[src/rtl/mips_pkg.sv]
// Shared MIPS datapath definitions: extension mode codes and default widths.
package mips_pkg;

    localparam int unsigned DATA_WIDTH = 32;
    localparam int unsigned IMM_WIDTH  = 16;
    localparam int unsigned MODE_WIDTH = 3;

    typedef enum logic [MODE_WIDTH-1:0] {
        EXT_SIGN   = 3'd0,
        EXT_ZERO   = 3'd1,
        EXT_LUI    = 3'd2,
        EXT_BRANCH = 3'd3,
        EXT_ONES   = 3'd4
    } ext_mode_t;

endpackage

[src/rtl/imm_extend_pipe_if.sv]
// Decode-to-execute immediate handshake: input side (imm/mode) and output side (data/mode).
interface imm_extend_pipe_if
    import mips_pkg::*;
#(
    parameter int unsigned IN_WIDTH  = IMM_WIDTH,
    parameter int unsigned OUT_WIDTH = DATA_WIDTH
);
    logic                  in_valid;
    logic                  in_ready;
    logic [IN_WIDTH-1:0]   in_imm;
    logic [MODE_WIDTH-1:0] in_mode;
    logic                  out_valid;
    logic                  out_ready;
    logic [OUT_WIDTH-1:0]  out_data;
    logic [MODE_WIDTH-1:0] out_mode;

    // Environment side: supplies immediates and consumes results.
    modport master (
        output in_valid, in_imm, in_mode, out_ready,
        input  in_ready, out_valid, out_data, out_mode
    );

    // Stage side.
    modport slave (
        input  in_valid, in_imm, in_mode, out_ready,
        output in_ready, out_valid, out_data, out_mode
    );
endinterface

[src/rtl/imm_extend_core.sv]
// Pure combinational immediate widening; reserved mode codes fall back to sign extension.
module imm_extend_core
    import mips_pkg::*;
#(
    parameter int unsigned IN_WIDTH  = IMM_WIDTH,
    parameter int unsigned OUT_WIDTH = DATA_WIDTH,
    parameter int unsigned BR_SHIFT  = 2
) (
    input  logic [IN_WIDTH-1:0]   imm,
    input  logic [MODE_WIDTH-1:0] mode,
    output logic [OUT_WIDTH-1:0]  data
);
    localparam int unsigned PAD_WIDTH = OUT_WIDTH - IN_WIDTH;

    logic [OUT_WIDTH-1:0] zero_ext;
    logic [OUT_WIDTH-1:0] sign_ext;
    logic [OUT_WIDTH-1:0] upper_ones;

    always_comb begin
        zero_ext   = OUT_WIDTH'(imm);
        sign_ext   = OUT_WIDTH'($signed(imm));
        upper_ones = ~(OUT_WIDTH'({IN_WIDTH{1'b1}}));
        data       = sign_ext;
        case (mode)
            3'(EXT_ZERO):   data = zero_ext;
            3'(EXT_LUI):    data = zero_ext << PAD_WIDTH;
            3'(EXT_BRANCH): data = sign_ext << BR_SHIFT;
            3'(EXT_ONES):   data = zero_ext | upper_ones;
            default:        data = sign_ext;
        endcase
    end
endmodule

[src/rtl/imm_extend_pipe.sv]
// Registered immediate-extension stage: extend on entry, 2-entry skid buffer, transfer counter.
module imm_extend_pipe
    import mips_pkg::*;
#(
    parameter int unsigned IN_WIDTH  = IMM_WIDTH,
    parameter int unsigned OUT_WIDTH = DATA_WIDTH,
    parameter int unsigned BR_SHIFT  = 2,
    parameter int unsigned CNT_WIDTH = 16
) (
    input  logic                 clk,
    input  logic                 reset,
    imm_extend_pipe_if.slave     bus,
    output logic [CNT_WIDTH-1:0] xfer_count
);
    logic [1:0]            count, count_next;
    logic [OUT_WIDTH-1:0]  head_data, head_data_next, tail_data, tail_data_next;
    logic [MODE_WIDTH-1:0] head_mode, head_mode_next, tail_mode, tail_mode_next;
    logic                  ready_q, ready_next, valid_q, valid_next;
    logic [CNT_WIDTH-1:0]  xfer_next;
    logic [OUT_WIDTH-1:0]  ext_data;
    logic                  push, pop;

    imm_extend_core #(
        .IN_WIDTH  (IN_WIDTH),
        .OUT_WIDTH (OUT_WIDTH),
        .BR_SHIFT  (BR_SHIFT)
    ) u_core (
        .imm  (bus.in_imm),
        .mode (bus.in_mode),
        .data (ext_data)
    );

    assign push = bus.in_valid & ready_q;
    assign pop  = valid_q & bus.out_ready;

    // Buffer update: head always feeds the output, tail only fills when the head is stalled.
    always_comb begin
        count_next     = count;
        head_data_next = head_data;
        head_mode_next = head_mode;
        tail_data_next = tail_data;
        tail_mode_next = tail_mode;
        case (count)
            2'd0: begin
                if (push) begin
                    count_next     = 2'd1;
                    head_data_next = ext_data;
                    head_mode_next = bus.in_mode;
                end
            end
            2'd1: begin
                if (push && pop) begin
                    head_data_next = ext_data;
                    head_mode_next = bus.in_mode;
                end else if (push) begin
                    count_next     = 2'd2;
                    tail_data_next = ext_data;
                    tail_mode_next = bus.in_mode;
                end else if (pop) begin
                    count_next = 2'd0;
                end
            end
            2'd2: begin
                if (pop) begin
                    count_next     = 2'd1;
                    head_data_next = tail_data;
                    head_mode_next = tail_mode;
                end
            end
            default: count_next = count;
        endcase
        ready_next = (count_next != 2'd2);
        valid_next = (count_next != 2'd0);
        xfer_next  = xfer_count + CNT_WIDTH'(pop);
    end

    always_ff @(posedge clk) begin
        if (reset) begin
            count      <= 2'd0;
            head_data  <= '0;
            head_mode  <= '0;
            tail_data  <= '0;
            tail_mode  <= '0;
            ready_q    <= 1'b1;
            valid_q    <= 1'b0;
            xfer_count <= '0;
        end else begin
            count      <= count_next;
            head_data  <= head_data_next;
            head_mode  <= head_mode_next;
            tail_data  <= tail_data_next;
            tail_mode  <= tail_mode_next;
            ready_q    <= ready_next;
            valid_q    <= valid_next;
            xfer_count <= xfer_next;
        end
    end

    assign bus.in_ready  = ready_q;
    assign bus.out_valid = valid_q;
    assign bus.out_data  = head_data;
    assign bus.out_mode  = head_mode;

    // A stalled producer must not change the offered immediate.
    a_in_stable: assert property (@(posedge clk) disable iff (reset)
        (bus.in_valid && !bus.in_ready) |=>
            (!bus.in_valid || ($stable(bus.in_imm) && $stable(bus.in_mode))));

    a_count_max: assert property (@(posedge clk) count <= 2'd2);
endmodule

[src/flat_wrapper.sv]
// flat-port wrapper written by rule: the top's interface ports become plain ports
module imm_extend_pipe_flat import mips_pkg::*;
#(
    parameter int unsigned IN_WIDTH  = IMM_WIDTH,
    parameter int unsigned OUT_WIDTH = DATA_WIDTH,
    parameter int unsigned BR_SHIFT  = 2,
    parameter int unsigned CNT_WIDTH = 16
)
  (clk, reset, xfer_count, bus_in_valid, bus_in_imm, bus_in_mode, bus_out_ready, bus_in_ready, bus_out_valid, bus_out_data, bus_out_mode);
  imm_extend_pipe_if #(.IN_WIDTH(IN_WIDTH), .OUT_WIDTH(OUT_WIDTH)) bus_i ();
  input  logic clk;
  input  logic reset;
  output logic [CNT_WIDTH-1:0] xfer_count;
  input wire logic [$bits(bus_i.in_valid)-1:0] bus_in_valid;
  input wire logic [$bits(bus_i.in_imm)-1:0] bus_in_imm;
  input wire logic [$bits(bus_i.in_mode)-1:0] bus_in_mode;
  input wire logic [$bits(bus_i.out_ready)-1:0] bus_out_ready;
  output wire logic [$bits(bus_i.in_ready)-1:0] bus_in_ready;
  output wire logic [$bits(bus_i.out_valid)-1:0] bus_out_valid;
  output wire logic [$bits(bus_i.out_data)-1:0] bus_out_data;
  output wire logic [$bits(bus_i.out_mode)-1:0] bus_out_mode;
  assign bus_i.in_valid = bus_in_valid;
  assign bus_i.in_imm = bus_in_imm;
  assign bus_i.in_mode = bus_in_mode;
  assign bus_i.out_ready = bus_out_ready;
  assign bus_in_ready = bus_i.in_ready;
  assign bus_out_valid = bus_i.out_valid;
  assign bus_out_data = bus_i.out_data;
  assign bus_out_mode = bus_i.out_mode;
  imm_extend_pipe #(.IN_WIDTH(IN_WIDTH), .OUT_WIDTH(OUT_WIDTH), .BR_SHIFT(BR_SHIFT), .CNT_WIDTH(CNT_WIDTH)) u_core (.clk(clk), .reset(reset), .bus(bus_i), .xfer_count(xfer_count));
endmodule
[config.mk]
export PLATFORM = sky130hd
export DESIGN_NAME = imm_extend_pipe_flat
export DESIGN_NICKNAME = d
export VERILOG_FILES = /design/src/rtl/mips_pkg.sv /design/src/rtl/imm_extend_pipe_if.sv /design/src/rtl/imm_extend_core.sv /design/src/rtl/imm_extend_pipe.sv /design/src/flat_wrapper.sv
export SDC_FILE = /design/constraint.sdc
export NUM_CORES = 1
export LEC_CHECK = 0
export BUFFER_PORTS_ARGS = -buffer_cell sky130_fd_sc_hd__buf_2
export CELL_PAD_IN_SITES_DETAIL_PLACEMENT = 2
export CELL_PAD_IN_SITES_GLOBAL_PLACEMENT = 2
export CORE_UTILIZATION = 33
export DETAILED_ROUTE_END_ITERATION = 12
export GPL_TIMING_DRIVEN = 0
export HOLD_SLACK_MARGIN = 0.1
export PLACE_DENSITY_LB_ADDON = 0.1
export SYNTH_ARGS = -nofsm -noshare
export SYNTH_HDL_FRONTEND = slang
export SYNTH_SLANG_ARGS = --single-unit
[constraint.sdc]
create_clock -name clk -period 2.8 [get_ports clk]
set_clock_uncertainty 0.2 [all_clocks]
set_input_delay 0.14 -clock clk [delete_from_list [all_inputs] [get_ports clk]]
set_output_delay 0.14 -clock clk [all_outputs]
set_load 0.02 [all_outputs]
==> impl_metrics.yaml, run 1 <==
clock_tree:
  path_clk_slew_ps: 60
  clock_latency_ps: 350
  cts_tree: "built"
  h-tree-depth: 3
  clkSinkCount: 90
  cts_buffer_depth: 2
  cts_made_buffers: 9
  post-cts-setup-buffers: 0
  ctsRootBufferMaster: "clkbuf_16"
outcome:
  status: "complete, no violations"
synth:
  synth.largest_area_cell: "dfxtp_1"
  synth_cell_types: 45
  ys_seq_elements: 90
  ys_warn_count: 0
  netlist_area_um2: 4110
  synth_flop_cell: "dfxtp_1"
  yosysSeqAreaShare_pct: 43.8
  synth.area.top_cells: "dfxtp_1 (44%), a211oi_1 (6.6%), nor2_1 (5.8%)"
  synth_nets: 500
  syn_avg_cell_area_um2: 8.66
  synth_async_sr_flop_share_pct: 0
  syn_inst: 475
  synth-edff-count: 0
  synth_top_area_share_pct: 43.8
grt:
  overflow: 0
  grt_use_total_pct: 24.2
  antenna_found_initial: 0
  grt_pass1_wl_um: 23900
  grt_pass1_vias: 4419
  grt_max_degree: 14
sta:
  grt_setup_unrepaired: "false"
  fin_crit_sh_pct: 85.7
  hold_viol: 0
  max_clock_freq_mhz: 417
  final_max_slew_viol_count: 0
  fin_tns_setup_ps: 0
  tightest_slew_ps: 738
  slew-limit-headroom_pct: 50.8
  finalSetupViolCount: 0
  period_needed_ps: 2400
floorplanning:
  die_x_um: 114
  io_pins: 76
  chipHeight_um: 114
  die_area_um2: 12900
  initial_utilization_pct: 34.1
  core_um2: 12100
  num_rows: 40
detailed_routing:
  antenna_left: 0
  vias: 4072
  wl_per_cell_um: 19.7
  drt_first_iter_violations: 135
  vias_per_cell: 5.41
  drt_wl_total_um: 14800
  drcViolationCount: 0
  dr.pass1.iters: 4
worst_hold_path:
  hp-class: "in -> reg"
final_layout:
  drive_above_1_share_pct: 20.9
  ff_latch_area_um2: 1800
  final_common_cell: "dfxtp_1"
  antennaDiodeCount: 0
  n_fill_cell: 1359
  layout_common_cells: "dfxtp_1 (90), buf_2 (85), nor2_1 (64)"
  syn_to_final_growth_pct: 26.7
  final_util_pct: 43.2
  layout.nets: 605
  multi_input_area_um2: 2050
worst_setup_path:
  startpoint_type: "register"
  cp_max_fo: 8
  criticalPathCategory: "reg -> reg"
  required_ps: 2820
  endpoint_kind: "register"
  arrival_ps: 2420
run:
  max_cap_violations: 0
place:
  hpwl_um: 10600
  place.gp.congestion: 0.788
  port_buffers: 75
power_and_ir_drop:
  leakage_nw: 2.06
  ir_drop_mv: 0.247
  p_per_area_nw_per_um2: 666
==> metal layers <==
layer / track usage [%] / vias to the layer above / wire length [um]
li1: - / 1938 / -
met1: 29.4 / 2022 / 6590
met2: 42.8 / 86 / 7410
met3: 3.24 / 26 / 450
met4: 10.5 / 0 / 379
met5: 0 / - / 0
==> flip-flops by register name (all words and copies together) (netlist names) <==
signal / count
u_core.count: 2
u_core.tail_mode: 3
u_core.bus.in_ready: 1
u_core.bus.out_valid: 1
u_core.tail_data: 32
u_core.bus.out_data: 32
u_core.xfer_count: 16
u_core.bus.out_mode: 3
==> worst paths after layout <==
path              cells past startpoint               endpoint                 start  slack (ps)
setup reg to reg                      8  u_core.xfer_count[14]  u_core.bus.out_valid         400
setup / recovery                      8  u_core.xfer_count[14]  u_core.bus.out_valid         400
hold / removal                        4   u_core.bus.out_valid         bus_out_ready          90
hold reg to reg                       2    u_core.tail_mode[0]   u_core.tail_mode[0]         270
==> where the power goes <==
part	leakage, nW	internal [W]	switching [W]
sequential	0.735	0.00140	0.0000646
combinational	1.16	0.000248	0.000450
clock	0.161	0.000809	0.000507
==> cell type report <==
type / instances / area share, %
Multi-Input combinational cell: 337 / 39.4
Sequential cell: 90 / 34.6
Timing Repair Buffer: 94 / 10.8
Clock buffer: 14 / 5.64
Buffer: 43 / 4.56
Tap cell: 168 / 4.03
Clock inverter: 1 / 0.576
Inverter: 5 / 0.360
==> Yosys cell counts (6+ instances only) <==
| cell | number |
|---|---|
| nor3_1 | 8 |
| dfxtp_1 | 90 |
| o41ai_1 | 15 |
| and4b_1 | 14 |
| buf_6 | 6 |
| nand3b_1 | 15 |
| a22o_1 | 14 |
| xnor2_1 | 11 |
| nor2_1 | 64 |
| a211oi_1 | 36 |
| a21oi_1 | 29 |
| clkbuf_1 | 21 |
| buf_2 | 10 |
| nand3_1 | 10 |
| o21ai_0 | 19 |
| nand2_1 | 53 |
| a211oi_2 | 6 |
==> critical path, cell delays in order, from the launching register on <==
cell     delay (ps)
dfxtp_1         370
nand2_1         180
inv_1           180
ha_1            230
ha_1            200
nand3_1         270
nor4_1          420
xnor2_1         160
nor2_1           50
==> cell families (layout without fill, tap and decap cells) <==
| group | after synthesis | in the layout | share of synthesized area, % |
|---|---|---|---|
| xor gates and xnor gates | 12 | 12 | 2.56 |
| DFF | 90 | 90 | 43.8 |
| muxes | 1 | 1 | 0.243 |
| and+or+nand+nor | 189 | 189 | 23.4 |
| adders and majority gates | 2 | 2 | 0.608 |
| AOI/OAI and AO/OA | 133 | 133 | 23.2 |
| buffers and inverters | 48 | 157 | 6.24 |
==> per-stage QoR <==
step | std cells | hold WS [ps] | worst slack (ps) | cell area (um^2) | total power [W]
final | 752 | 90.9 | 400 | 5210 | 0.00347
after global routing | 752 | 159 | 163 | 5210 | 0.00363
after CTS | 752 | 106 | 376 | 5210 | 0.00351
after detailed placement | 718 | 247 | 404 | 4700 | 0.00216
after global placement | 718 | 238 | 427 | 4700 | 0.00213
after floorplan | 475 | 81.0 | 649 | 4110 | 0.00191
==> timing repair <==
action,in CTS,in global routing
hold buffers,19,0
hold endpoints to repair,44,0
resized for setup,0,0
No activity file was read; power rests on OpenSTA's default activity.
==> run 2: changes to the inputs <==
--- a/config.mk
+++ b/config.mk
@@ -6,12 +6,13 @@
 export NUM_CORES = 1
 export LEC_CHECK = 0
 export BUFFER_PORTS_ARGS = -buffer_cell sky130_fd_sc_hd__buf_2
-export CELL_PAD_IN_SITES_DETAIL_PLACEMENT = 2
-export CELL_PAD_IN_SITES_GLOBAL_PLACEMENT = 2
-export CORE_UTILIZATION = 33
+export CELL_PAD_IN_SITES_DETAIL_PLACEMENT = 1
+export CELL_PAD_IN_SITES_GLOBAL_PLACEMENT = 1
+export CORE_UTILIZATION = 37
 export DETAILED_ROUTE_END_ITERATION = 12
 export GPL_TIMING_DRIVEN = 0
 export HOLD_SLACK_MARGIN = 0.1
+export MAX_ROUTING_LAYER = met4
 export PLACE_DENSITY_LB_ADDON = 0.1
 export SYNTH_ARGS = -nofsm -noshare
 export SYNTH_HDL_FRONTEND = slang
==> constraint.sdc (replaced) <==
create_clock -name clk -period 1.9 [get_ports clk]
set_clock_uncertainty 0.2 [all_clocks]
set_input_delay 0.095 -clock clk [delete_from_list [all_inputs] [get_ports clk]]
set_output_delay 0.095 -clock clk [all_outputs]
set_load 0.02 [all_outputs]
==> impl_metrics.yaml, run 2 (same netlist as run 1, synthesis figures left out) <==
outcome:
  status: "complete, no violations"
floorplanning:
  chipHeight_um: 107
  core_um2: 10800
  initial_utilization_pct: 37.9
  die_area_um2: 11500
  io_pins: 76
  num_rows: 38
  die_x_um: 107
grt:
  antenna_found_initial: 0
  grt_max_degree: 17
  grt_use_total_pct: 24.5
  overflow: 0
  grt_pass1_vias: 3947
  grt_pass1_wl_um: 21000
worst_setup_path:
  startpoint_type: "register"
  arrival_ps: 1890
  critPathSlowestCell: "o41ai_1"
  cp_top_family: "compound AO/OA/AOI/OAI gates"
  required_ps: 1970
  criticalPathCategory: "reg -> reg"
  endpoint_kind: "register"
  crit_buf_inv: 2
  path_cells: "buf_4 > nand4b_1 > o211a_4 > buf_2 > o41ai_1"
  crit_path_max_incr_delay_ps: 380
  cp_max_fo: 10
sta:
  tightest_slew_ps: 676
  fin_crit_sh_pct: 95.9
  finalSetupViolCount: 0
  hold_ws_ps: 135
  setup_ws_ps: 77.5
  hold_viol: 0
  final_max_slew_viol_count: 0
  max_clock_freq_mhz: 549
  period_needed_ps: 1820
  slew-limit-headroom_pct: 54.9
clock_tree:
  ctsRootBufferMaster: "clkbuf_8"
  cts_buffer_depth: 2
  cts_made_buffers: 9
  h-tree-depth: 3
  cts_tree: "built"
  clock_latency_ps: 370
  path_clk_slew_ps: 100
  clkSinkCount: 90
detailed_routing:
  dr.pass1.iters: 4
  drt_first_iter_violations: 182
  antenna_left: 0
  vias: 3995
  drt_wl_total_um: 13400
  vias_per_cell: 5.44
  wl_per_cell_um: 18.2
  drcViolationCount: 0
worst_hold_path:
  hp-class: "in -> reg"
final_layout:
  antennaDiodeCount: 0
  drive_above_1_share_pct: 27.1
  final_common_cell: "dfxtp_1"
  layout_common_cells: "dfxtp_1 (88), buf_2 (82), nor2_1 (63)"
  n_fill_cell: 1304
  final_util_pct: 49.4
  layout.nets: 615
  final_cell_area_um2: 5360
  syn_to_final_growth_pct: 30.3
power_and_ir_drop:
  leakage_nw: 2.14
  p_per_area_nw_per_um2: 884
  ir_drop_mv: 0.402
place:
  place.gp.congestion: 0.860
  place_ws_ps: -283
  hpwl_um: 9390
  place_area_um2: 4680
  port_buffers: 75
run:
  max_cap_violations: 0
[run 2: worst min-delay path, delay by kind of cell]
family	cells	cell delay (ps)
AO/OA/AOI/OAI	1	50
buffers and inverters	2	410
AND/OR/NAND/NOR	1	120
[run 2: worst paths after layout]
check	slack, ps	start	cells after the start	endpoint
max reg2reg	80	u_core.count[0]	5	u_core.bus.out_data[24]
min	140	bus_in_mode[2]	4	u_core.tail_mode[2]
max	80	u_core.count[0]	5	u_core.bus.out_data[24]
min reg2reg	260	u_core.tail_data[1]	2	u_core.tail_data[1]
[run 2: layout make-up]
class	count	area, um^2	share of cell area (%)
tap	140	175	3.27
clock inverter	7	101	1.89
clock buffer	9	124	2.31
timing repair buffer	104	646	12.0
inverter	5	18.8	0.350
sequential	90	1810	33.7
multi-input combinational	337	2230	41.7
buffer	43	254	4.74
[run 2: report_power, final]
| group | total (W) | switching (W) | internal (W) |
|---|---|---|---|
| clock | 0.00152 | 0.000767 | 0.000752 |
| combinational | 0.00107 | 0.000658 | 0.000411 |
| sequential | 0.00215 | 0.0000946 | 0.00206 |
[run 2: what timing repair did]
action / in CTS / in global routing
resized for setup: 20 / 24
hold buffers: 21 / 0
endpoints found under the hold margin: 66 / 0
buffers inserted: 5 / 3
setup endpoints to repair: 49 / 36
cloned: 0 / 0
pin swaps: 3 / 2
[run 2: metrics by stage]
step	power, W	instances	TNS (ps)
after global routing	0.00495	735	-3.98
after floorplan	0.00281	475	0
final	0.00474	735	0
after global placement	0.00313	690	-2290
after CTS	0.00471	732	0
after detailed placement	0.00316	690	-5110
[run 2: per-layer routing]
layer  GRT usage (%)  routed length (um)  vias to the layer above
li1                -                   -                     1961
met1            30.8                6170                     1941
met4            9.49                 173                        0
met3            2.85                 397                       11
met2            40.3                6630                       82
met5               -                   0                        -
